===== src/rtl/mem_port_arbiter_if.sv =====
// Core-side imem/dmem request ports and the shared single-port memory bus.
// The arbiter uses the slave modport; the core/memory side uses master.
interface mem_port_arbiter_if #(
    parameter int unsigned ADDR_WIDTH = 32,
    parameter int unsigned DATA_WIDTH = 32
);
    logic                  imem_req_i;
    logic [ADDR_WIDTH-1:0] imem_addr_i;
    logic [DATA_WIDTH-1:0] imem_rdata_o;
    logic                  imem_ack_o;

    logic                  dmem_req_i;
    logic                  dmem_we_i;
    logic [ADDR_WIDTH-1:0] dmem_addr_i;
    logic [DATA_WIDTH-1:0] dmem_wdata_i;
    logic [DATA_WIDTH-1:0] dmem_rdata_o;
    logic                  dmem_ack_o;

    logic                  mem_we_o;
    logic [ADDR_WIDTH-1:0] mem_addr_o;
    logic [DATA_WIDTH-1:0] mem_wdata_o;
    logic [DATA_WIDTH-1:0] mem_rdata_i;

    modport slave (
        input  imem_req_i, imem_addr_i,
        output imem_rdata_o, imem_ack_o,
        input  dmem_req_i, dmem_we_i, dmem_addr_i, dmem_wdata_i,
        output dmem_rdata_o, dmem_ack_o,
        output mem_we_o, mem_addr_o, mem_wdata_o,
        input  mem_rdata_i
    );

    modport master (
        output imem_req_i, imem_addr_i,
        input  imem_rdata_o, imem_ack_o,
        output dmem_req_i, dmem_we_i, dmem_addr_i, dmem_wdata_i,
        input  dmem_rdata_o, dmem_ack_o,
        input  mem_we_o, mem_addr_o, mem_wdata_o,
        output mem_rdata_i
    );
endinterface


===== src/rtl/mem_port_arbiter.sv =====
// Round-robin arbiter of the core's imem/dmem ports onto one memory port,
// with programmable wait states and a registered one-cycle ack.
module mem_port_arbiter #(
    parameter int unsigned ADDR_WIDTH = 32,
    parameter int unsigned DATA_WIDTH = 32,
    parameter int unsigned WAIT_W     = 4
) (
    input  logic              clk_i,
    input  logic              rst_i,
    input  logic [WAIT_W-1:0] wait_i,
    mem_port_arbiter_if.slave bus,
    output logic              busy_o
);

    typedef enum logic [1:0] {StIdle, StAccess, StResp} state_e;

    state_e                state_q;
    logic [WAIT_W-1:0]     cnt_q;
    logic                  last_dmem_q;
    logic                  gnt_dmem_q;
    logic                  we_q;
    logic [ADDR_WIDTH-1:0] addr_q;
    logic [DATA_WIDTH-1:0] wdata_q;
    logic                  mem_we_q;
    logic                  imem_ack_q;
    logic                  dmem_ack_q;
    logic [DATA_WIDTH-1:0] imem_rdata_q;
    logic [DATA_WIDTH-1:0] dmem_rdata_q;
    logic                  pick_dmem;

    // dmem wins when alone, or on contention when imem was served last.
    assign pick_dmem = bus.dmem_req_i & (~bus.imem_req_i | ~last_dmem_q);

    always_ff @(posedge clk_i) begin
        if (rst_i) begin
            state_q      <= StIdle;
            cnt_q        <= '0;
            last_dmem_q  <= 1'b0;
            gnt_dmem_q   <= 1'b0;
            we_q         <= 1'b0;
            addr_q       <= '0;
            wdata_q      <= '0;
            mem_we_q     <= 1'b0;
            imem_ack_q   <= 1'b0;
            dmem_ack_q   <= 1'b0;
            imem_rdata_q <= '0;
            dmem_rdata_q <= '0;
        end else begin
            mem_we_q   <= 1'b0;
            imem_ack_q <= 1'b0;
            dmem_ack_q <= 1'b0;
            unique case (state_q)
                StIdle: begin
                    if (bus.imem_req_i || bus.dmem_req_i) begin
                        gnt_dmem_q <= pick_dmem;
                        addr_q     <= pick_dmem ? bus.dmem_addr_i : bus.imem_addr_i;
                        wdata_q    <= pick_dmem ? bus.dmem_wdata_i : '0;
                        we_q       <= pick_dmem & bus.dmem_we_i;
                        cnt_q      <= wait_i;
                        // Write strobe is registered, so arm it one cycle early.
                        mem_we_q   <= pick_dmem & bus.dmem_we_i & (wait_i == '0);
                        state_q    <= StAccess;
                    end
                end
                StAccess: begin
                    if (cnt_q != '0) begin
                        cnt_q    <= cnt_q - WAIT_W'(1);
                        mem_we_q <= we_q & (cnt_q == WAIT_W'(1));
                    end else begin
                        if (gnt_dmem_q) begin
                            dmem_ack_q   <= 1'b1;
                            dmem_rdata_q <= we_q ? '0 : bus.mem_rdata_i;
                        end else begin
                            imem_ack_q   <= 1'b1;
                            imem_rdata_q <= bus.mem_rdata_i;
                        end
                        state_q <= StResp;
                    end
                end
                StResp: begin
                    last_dmem_q <= gnt_dmem_q;
                    state_q     <= StIdle;
                end
                default: state_q <= StIdle;
            endcase
        end
    end

    assign bus.imem_ack_o   = imem_ack_q;
    assign bus.imem_rdata_o = imem_rdata_q;
    assign bus.dmem_ack_o   = dmem_ack_q;
    assign bus.dmem_rdata_o = dmem_rdata_q;
    assign bus.mem_we_o     = mem_we_q;
    assign bus.mem_addr_o   = addr_q;
    assign bus.mem_wdata_o  = wdata_q;
    assign busy_o           = (state_q != StIdle);

endmodule

===== src/flat_wrapper.sv =====
// flat-port wrapper written by rule: the top's interface ports become plain ports
module mem_port_arbiter_flat 
#(
    parameter int unsigned ADDR_WIDTH = 32,
    parameter int unsigned DATA_WIDTH = 32,
    parameter int unsigned WAIT_W     = 4
)
  (clk_i, rst_i, wait_i, busy_o, bus_imem_req_i, bus_imem_addr_i, bus_imem_rdata_o, bus_imem_ack_o, bus_dmem_req_i, bus_dmem_we_i, bus_dmem_addr_i, bus_dmem_wdata_i, bus_dmem_rdata_o, bus_dmem_ack_o, bus_mem_we_o, bus_mem_addr_o, bus_mem_wdata_o, bus_mem_rdata_i);
  mem_port_arbiter_if #(.ADDR_WIDTH(ADDR_WIDTH), .DATA_WIDTH(DATA_WIDTH)) bus_i ();
  input  logic clk_i;
  input  logic rst_i;
  input  logic [WAIT_W-1:0] wait_i;
  output logic busy_o;
  input wire logic [$bits(bus_i.imem_req_i)-1:0] bus_imem_req_i;
  input wire logic [$bits(bus_i.imem_addr_i)-1:0] bus_imem_addr_i;
  output wire logic [$bits(bus_i.imem_rdata_o)-1:0] bus_imem_rdata_o;
  output wire logic [$bits(bus_i.imem_ack_o)-1:0] bus_imem_ack_o;
  input wire logic [$bits(bus_i.dmem_req_i)-1:0] bus_dmem_req_i;
  input wire logic [$bits(bus_i.dmem_we_i)-1:0] bus_dmem_we_i;
  input wire logic [$bits(bus_i.dmem_addr_i)-1:0] bus_dmem_addr_i;
  input wire logic [$bits(bus_i.dmem_wdata_i)-1:0] bus_dmem_wdata_i;
  output wire logic [$bits(bus_i.dmem_rdata_o)-1:0] bus_dmem_rdata_o;
  output wire logic [$bits(bus_i.dmem_ack_o)-1:0] bus_dmem_ack_o;
  output wire logic [$bits(bus_i.mem_we_o)-1:0] bus_mem_we_o;
  output wire logic [$bits(bus_i.mem_addr_o)-1:0] bus_mem_addr_o;
  output wire logic [$bits(bus_i.mem_wdata_o)-1:0] bus_mem_wdata_o;
  input wire logic [$bits(bus_i.mem_rdata_i)-1:0] bus_mem_rdata_i;
  assign bus_i.imem_req_i = bus_imem_req_i;
  assign bus_i.imem_addr_i = bus_imem_addr_i;
  assign bus_imem_rdata_o = bus_i.imem_rdata_o;
  assign bus_imem_ack_o = bus_i.imem_ack_o;
  assign bus_i.dmem_req_i = bus_dmem_req_i;
  assign bus_i.dmem_we_i = bus_dmem_we_i;
  assign bus_i.dmem_addr_i = bus_dmem_addr_i;
  assign bus_i.dmem_wdata_i = bus_dmem_wdata_i;
  assign bus_dmem_rdata_o = bus_i.dmem_rdata_o;
  assign bus_dmem_ack_o = bus_i.dmem_ack_o;
  assign bus_mem_we_o = bus_i.mem_we_o;
  assign bus_mem_addr_o = bus_i.mem_addr_o;
  assign bus_mem_wdata_o = bus_i.mem_wdata_o;
  assign bus_i.mem_rdata_i = bus_mem_rdata_i;
  mem_port_arbiter #(.ADDR_WIDTH(ADDR_WIDTH), .DATA_WIDTH(DATA_WIDTH), .WAIT_W(WAIT_W)) u_core (.clk_i(clk_i), .rst_i(rst_i), .wait_i(wait_i), .bus(bus_i), .busy_o(busy_o));
endmodule

===== config.mk =====
export PLATFORM = sky130hd
export DESIGN_NAME = mem_port_arbiter_flat
export DESIGN_NICKNAME = d
export VERILOG_FILES = /design/src/rtl/mem_port_arbiter_if.sv /design/src/rtl/mem_port_arbiter.sv /design/src/flat_wrapper.sv
export SDC_FILE = /design/constraint.sdc
export NUM_CORES = 1
export LEC_CHECK = 0
export ABC_AREA = 1
export CORE_MARGIN = 5
export CORE_UTILIZATION = 44
export CTS_CLUSTER_SIZE = 28
export DETAILED_ROUTE_END_ITERATION = 10
export GPL_TIMING_DRIVEN = 0
export PLACE_DENSITY_LB_ADDON = 0.05
export SETUP_SLACK_MARGIN = 0.05
export SLEW_MARGIN = 10
export SYNTH_ARGS = -nofsm -noshare
export SYNTH_HDL_FRONTEND = slang
export SYNTH_SLANG_ARGS = --single-unit

===== constraint.sdc =====
create_clock -name clk_i -period 2.8 [get_ports clk_i]
set_clock_uncertainty 0.2 [all_clocks]
set_input_delay 0.7 -clock clk_i [delete_from_list [all_inputs] [get_ports clk_i]]
set_output_delay 0.7 -clock clk_i [all_outputs]
set_load 0.01 [all_outputs]

# == Word-level counts from Yosys, hierarchy flattened ==
# Index checks and enable logic that the tools add are counted.
# op_classes
addsub,1
n_shift,0
mul,0
div_mod_pow,0
n_reduce_logical,12
bitwise,10
n_lt_le_gt_ge,0
n_eq_ne,6
mux,14
# op_table
op,n
$mux W32,3
$reduce_and A3 Y1,3
$mux W4,2
$pmux W4 S2,1
$not A1 Y1,5
$and A1 B1 Y1,4
$eq A4 B1 Y1 const B,1
$logic_not A4 Y1,1
$mux W1,4
$mux W2,2
$ne A2 B1 Y1 const B,2
$pmux W2 S2,1
$reduce_and A2 Y1,2
$reduce_bool A2 Y1,2
$reduce_bool A4 Y1,1
$sub A4 B1 Y4 const B,1
$reduce_or A3 Y1,1
$eq A2 B1 Y1 const B,1
$eq A2 B2 Y1 const B,1
$logic_not A2 Y1,1
$ne A2 B2 Y1 const B,1
$pmux W1 S2,1
$logic_or A1 B1 Y1,1
$or A1 B1 Y1,1
# word_totals
rom_bits,0
ff_bits,140
out_inout_bits,132
mem_count,0
wordCells,55
latch_bits,0
mem_bits_rw,0

# == Logic depth before layout (Yosys ltp) ==
# Gate-level depths: netlist of the first run.
# logic_depth
word_depth,7
depth_mapped,9

# == Worst setup path before layout of the first run ==
# No wires, ideal clock.
# synth_path
path_type,input -> register
from,input port bus_imem_req_i
to,"register u_core.addr_q[10], in the netlist u_core.bus.mem_addr_o[10]"
arrival_ns,1.461
t_required_ns,2.475
setup_slack_ns,1.013
setup_ns,0.125
path_stages,6
cell_sequence,o21ai_2 inv_2 buf_4 buf_4 o21ai_0 a31oi_1
# synth_between
elab_chain_len,4
word_cells_on_any_way,6
classes_between,mux (1); bitwise (3); reduce/logical (2)
# synth_rtl
item,line,text
from (decl),flat_wrapper.sv:14,input wire logic [$bits(bus_i.imem_req_i)-1:0] bus_imem_req_i;
$not A1 Y1,mem_port_arbiter.sv:32,assign pick_dmem = bus.dmem_req_i & (~bus.imem_req_i | ~last_dmem_q);
$or A1 B1 Y1,mem_port_arbiter.sv:32,
$and A1 B1 Y1,mem_port_arbiter.sv:32,
$mux W32,mem_port_arbiter.sv:56,addr_q <= pick_dmem ? bus.dmem_addr_i : bus.imem_addr_i;
to (signal assigned),mem_port_arbiter.sv:56,
to (decl),mem_port_arbiter.sv:22,logic [ADDR_WIDTH-1:0] addr_q;
# Parallel ways exist; a longest one is shown, timed or not.
# A chain may end at the register's enable or synchronous reset.

# == Worst setup path in the final report of the first run ==
# layout_path
from,register u_core.state_q[1]
to,output port busy_o
# layout_between
elab_chain_len,1
# layout_rtl
item,line,text
from (decl),mem_port_arbiter.sv:17,state_e state_q;
from (signal assigned),mem_port_arbiter.sv:36,state_q <= StIdle;
from (signal assigned),mem_port_arbiter.sv:62,state_q <= StAccess;
from (signal assigned),mem_port_arbiter.sv:77,state_q <= StResp;
$reduce_bool A2 Y1,mem_port_arbiter.sv:96,assign busy_o = (state_q != StIdle);
to (decl),flat_wrapper.sv:13,output logic busy_o;
# No other way between the ends.

==> results of run 1 <==
[layer usage]
layer	vias to the layer above	routed length (um)	global-route usage
li1	2948	-	-
met1	2535	6820	0.257
met2	208	8570	0.389
met3	36	1790	0.0949
met4	0	516	0.110
met5	-	0	0
[critical path: cells and delay by family (launching register included)]
family / cells / cell delay, ps
buffers and inverters: 2 / 700
and+or+nand+nor: 1 / 70
DFF: 1 / 390
[flip-flops by register name, summed over array words and instances, names as in the netlist]
signal and count:
u_core.bus.imem_rdata_o 32, u_core.bus.mem_we_o 1, u_core.we_q 1, u_core.cnt_q 4, u_core.bus.dmem_rdata_o 32, u_core.state_q 2
u_core.bus.mem_wdata_o 32, u_core.bus.mem_addr_o 32, u_core.last_dmem_q 1, u_core.gnt_dmem_q 1, u_core.bus.imem_ack_o 1, u_core.bus.dmem_ack_o 1
[final cells by class]
cell class / instances / share of cell area
timing repair buffer: 267 / 0.294
sequential: 140 / 0.309
inverter: 77 / 0.0321
clock buffer: 24 / 0.0552
buffer: 49 / 0.0269
clock inverter: 7 / 0.0121
tap: 172 / 0.0237
multi-input combinational: 473 / 0.247
[layout by cell type, fill, tap and decap left out, types with 7 or more instances in the layout]
cell / Yosys / routed
clkbuf_16: 0 / 17
clkdlybuf4s50_1: 0 / 267
clkbuf_1: 21 / 23
nor2_1: 72 / 72
inv_1: 70 / 70
a21oi_1: 68 / 68
buf_2: 18 / 18
o21ai_0: 69 / 69
nor3_2: 16 / 16
nand3_1: 7 / 7
a31oi_1: 32 / 32
dfxtp_1: 140 / 140
nand2_1: 177 / 177
nor3_1: 16 / 16
[power by group]
| part | internal (mW) | switching (mW) |
|---|---|---|
| Clock | 1.51 | 0.810 |
| Combinational | 0.814 | 0.805 |
| Sequential | 2.25 | 0.130 |
[worst max path at each step]
stage	endpoint	slack (ps)	cells after the start	startpoint
after floorplan	u_core.bus.mem_addr_o[10]	1010	6	bus_imem_req_i
after global placement	u_core.bus.mem_wdata_o[11]	290	5	bus_imem_req_i
after detailed placement	u_core.bus.mem_addr_o[6]	270	7	bus_imem_req_i
after CTS	busy_o	300	3	u_core.state_q[0]
after global routing	busy_o	260	3	u_core.state_q[1]
final	busy_o	330	3	u_core.state_q[1]
[cell families (layout without fill, tap and decap cells)]
family                     after synthesis  count (layout)
AOI/OAI and AO/OA                      172             172
buffers and inverters                  126             424
adders and majority gates                2               2
and+or+nand+nor                        299             299
DFF                                    140             140
[through the flow]
| step | power [mW] | utilization | hold slack, ps | worst slack (ps) | std cells |
|---|---|---|---|---|---|
| after global placement | 4.02 | 0.677 | 251 | 295 | 1178 |
| after detailed placement | 4.04 | 0.677 | 254 | 269 | 1178 |
| after floorplan | 3.18 | - | 259 | 1010 | 739 |
| after global routing | 6.62 | 0.726 | 280 | 260 | 1209 |
| final | 6.31 | 0.726 | 266 | 327 | 1209 |
| after CTS | 6.36 | 0.726 | 263 | 305 | 1209 |
==> results.sh, run 1 <==
export IMPL_antenna_found_initial=0
export IMPL_postRouteWirelength_um=17700
export IMPL_postCtsSetupRepairBufs=0
export IMPL_ctsHtreeMaxLevel=4
export IMPL_fin_crit_sh=0.883
export IMPL_synth_compound_area_frac=0.163
export IMPL_cpMaxStageDelayCell="clkdlybuf4s50_1"
export IMPL_power_density_mw_per_mm2=695
export IMPL_ant_nets=0
export IMPL_cts_root_buffer="clkbuf_16"
export IMPL_layout_drive_gt1_share=0.0839
export IMPL_core_rowCount=41
export IMPL_synth_flop_cell="dfxtp_1"
export IMPL_hold_path_class="flip-flop to flip-flop"
export IMPL_synth_warnings=0
export IMPL_initialDrtViolationCount=256
export IMPL_synth_area_leaders="dfxtp_1 (50%), nand2_1 (12%), o21ai_0 (6.2%)"
export IMPL_fillers=1096
export IMPL_grt_setup_unrepaired="false"
export IMPL_synthSimpleGateAreaFrac=0.234
export IMPL_io_pins=269
export IMPL_synthDistinctLibCells=28
export IMPL_syn_to_final_growth_pct=62.7
export IMPL_rrSetupSlack_ps=880
export IMPL_tightest_slew_ps=731
export IMPL_clkSinkCount=140
export IMPL_wl_per_cell_um=14.6
export IMPL_die_y_um=123
export IMPL_r2r_end="u_core.bus.imem_rdata_o[11]"
export IMPL_postLayoutCellArea_sq_mm=0.00908
export IMPL_netlist_area_sq_mm=0.00558
export IMPL_synth_edf_count=0
export IMPL_endpoint_kind="primary output"
export IMPL_numCtsBuffers=17
export IMPL_max_stage_delay_ps=590
export IMPL_slew_limit_headroom=0.513
export IMPL_clk_latency_ps=410
export IMPL_synth_seq_cells=140
export IMPL_seq_area_frac_synth=0.502
export IMPL_yosysMostFrequentCell="nand2_1"
export IMPL_setup_tns_ps=0
export IMPL_grt_overflow=0
export IMPL_hpwl_um=13500
export IMPL_yosysTopAreaCell="dfxtp_1"
export IMPL_start_util=0.446
export IMPL_max_freq_ghz=0.404
export IMPL_power_leakage_nw=3.57
export IMPL_cts_resized=0
export IMPL_setup_viol=0
export IMPL_placed_area_sq_mm=0.00847
export IMPL_multi_input_area_sq_mm=0.00224
export IMPL_synthXorXnorAreaFrac=0
export IMPL_grt_start_max_net_pins=17
export IMPL_ys_top_cells_by_count="nand2_1 (177), dfxtp_1 (140), nor2_1 (72), inv_1 (70), o21ai_0 (69)"
export IMPL_seq_area_sq_mm=0.00280
export IMPL_drv_slew=0
export IMPL_cp_cell_sequence="nor2_2 -> inv_1 -> clkdlybuf4s50_1"
export IMPL_timing_max_cap_violations=0
export IMPL_grt_pass1_wl_um=27000
export IMPL_routed_via_count=5727
export IMPL_syn_area_per_cell_sq_um=7.55
export IMPL_required_ps=1900
export IMPL_post_route_min_period_ps=2470
export IMPL_grt_pass1_vias=5312
export IMPL_r2r_cells=8
export IMPL_viasPerCell=4.74
export IMPL_holdPathStages=2
export IMPL_grt_total_usage=0.232
export IMPL_synth_top_family_by_area="simple AND/OR/NAND/NOR gates"
export IMPL_synth_fa_ha_area_frac=0.00448
export IMPL_clk_pin_slew_worst_paths_ps=50
export IMPL_antennaDiodeCount=0
export IMPL_first_pass_iters=5
export IMPL_syn_instance_count=739
export IMPL_drc_errors=0
export IMPL_cp_max_fo=4
export IMPL_path_class="flip-flop to primary output"
export IMPL_worst_setup_path_start_kind="flip-flop"
export IMPL_r2r_start="u_core.cnt_q[0]"
export IMPL_holdPathEnd="u_core.bus.mem_wdata_o[7]"
export IMPL_core_area_sq_mm=0.0125
export IMPL_crit_arrival_ps=1570
export IMPL_dieArea_sq_mm=0.0150
export IMPL_netlist_area_leader_share=0.502
export IMPL_dieWidth_um=123
export IMPL_cts_path_max_buffers=2
export IMPL_postCtsHoldBufs=0
export IMPL_hold_start="u_core.bus.mem_wdata_o[7]"
export IMPL_gp_congestion=0.875
export IMPL_async_flop_share=0
export IMPL_cts_tree="built"
export IMPL_port_buffers=267
export IMPL_hold_viol_final=0
export IMPL_synth_nets=878
export IMPL_synth_mux_area_frac=0
export IMPL_ir_drop_mv=0.359
export IMPL_status="completed"
export IMPL_nets=1164
Note: power is estimated with default switching activity, not from simulation.
==> run 2: changes to the inputs <==
- CTS_CLUSTER_SIZE: 28 -> not set
==> results of run 2 <==
No change in the layout: final DEF, timing and power equal those of run 1.
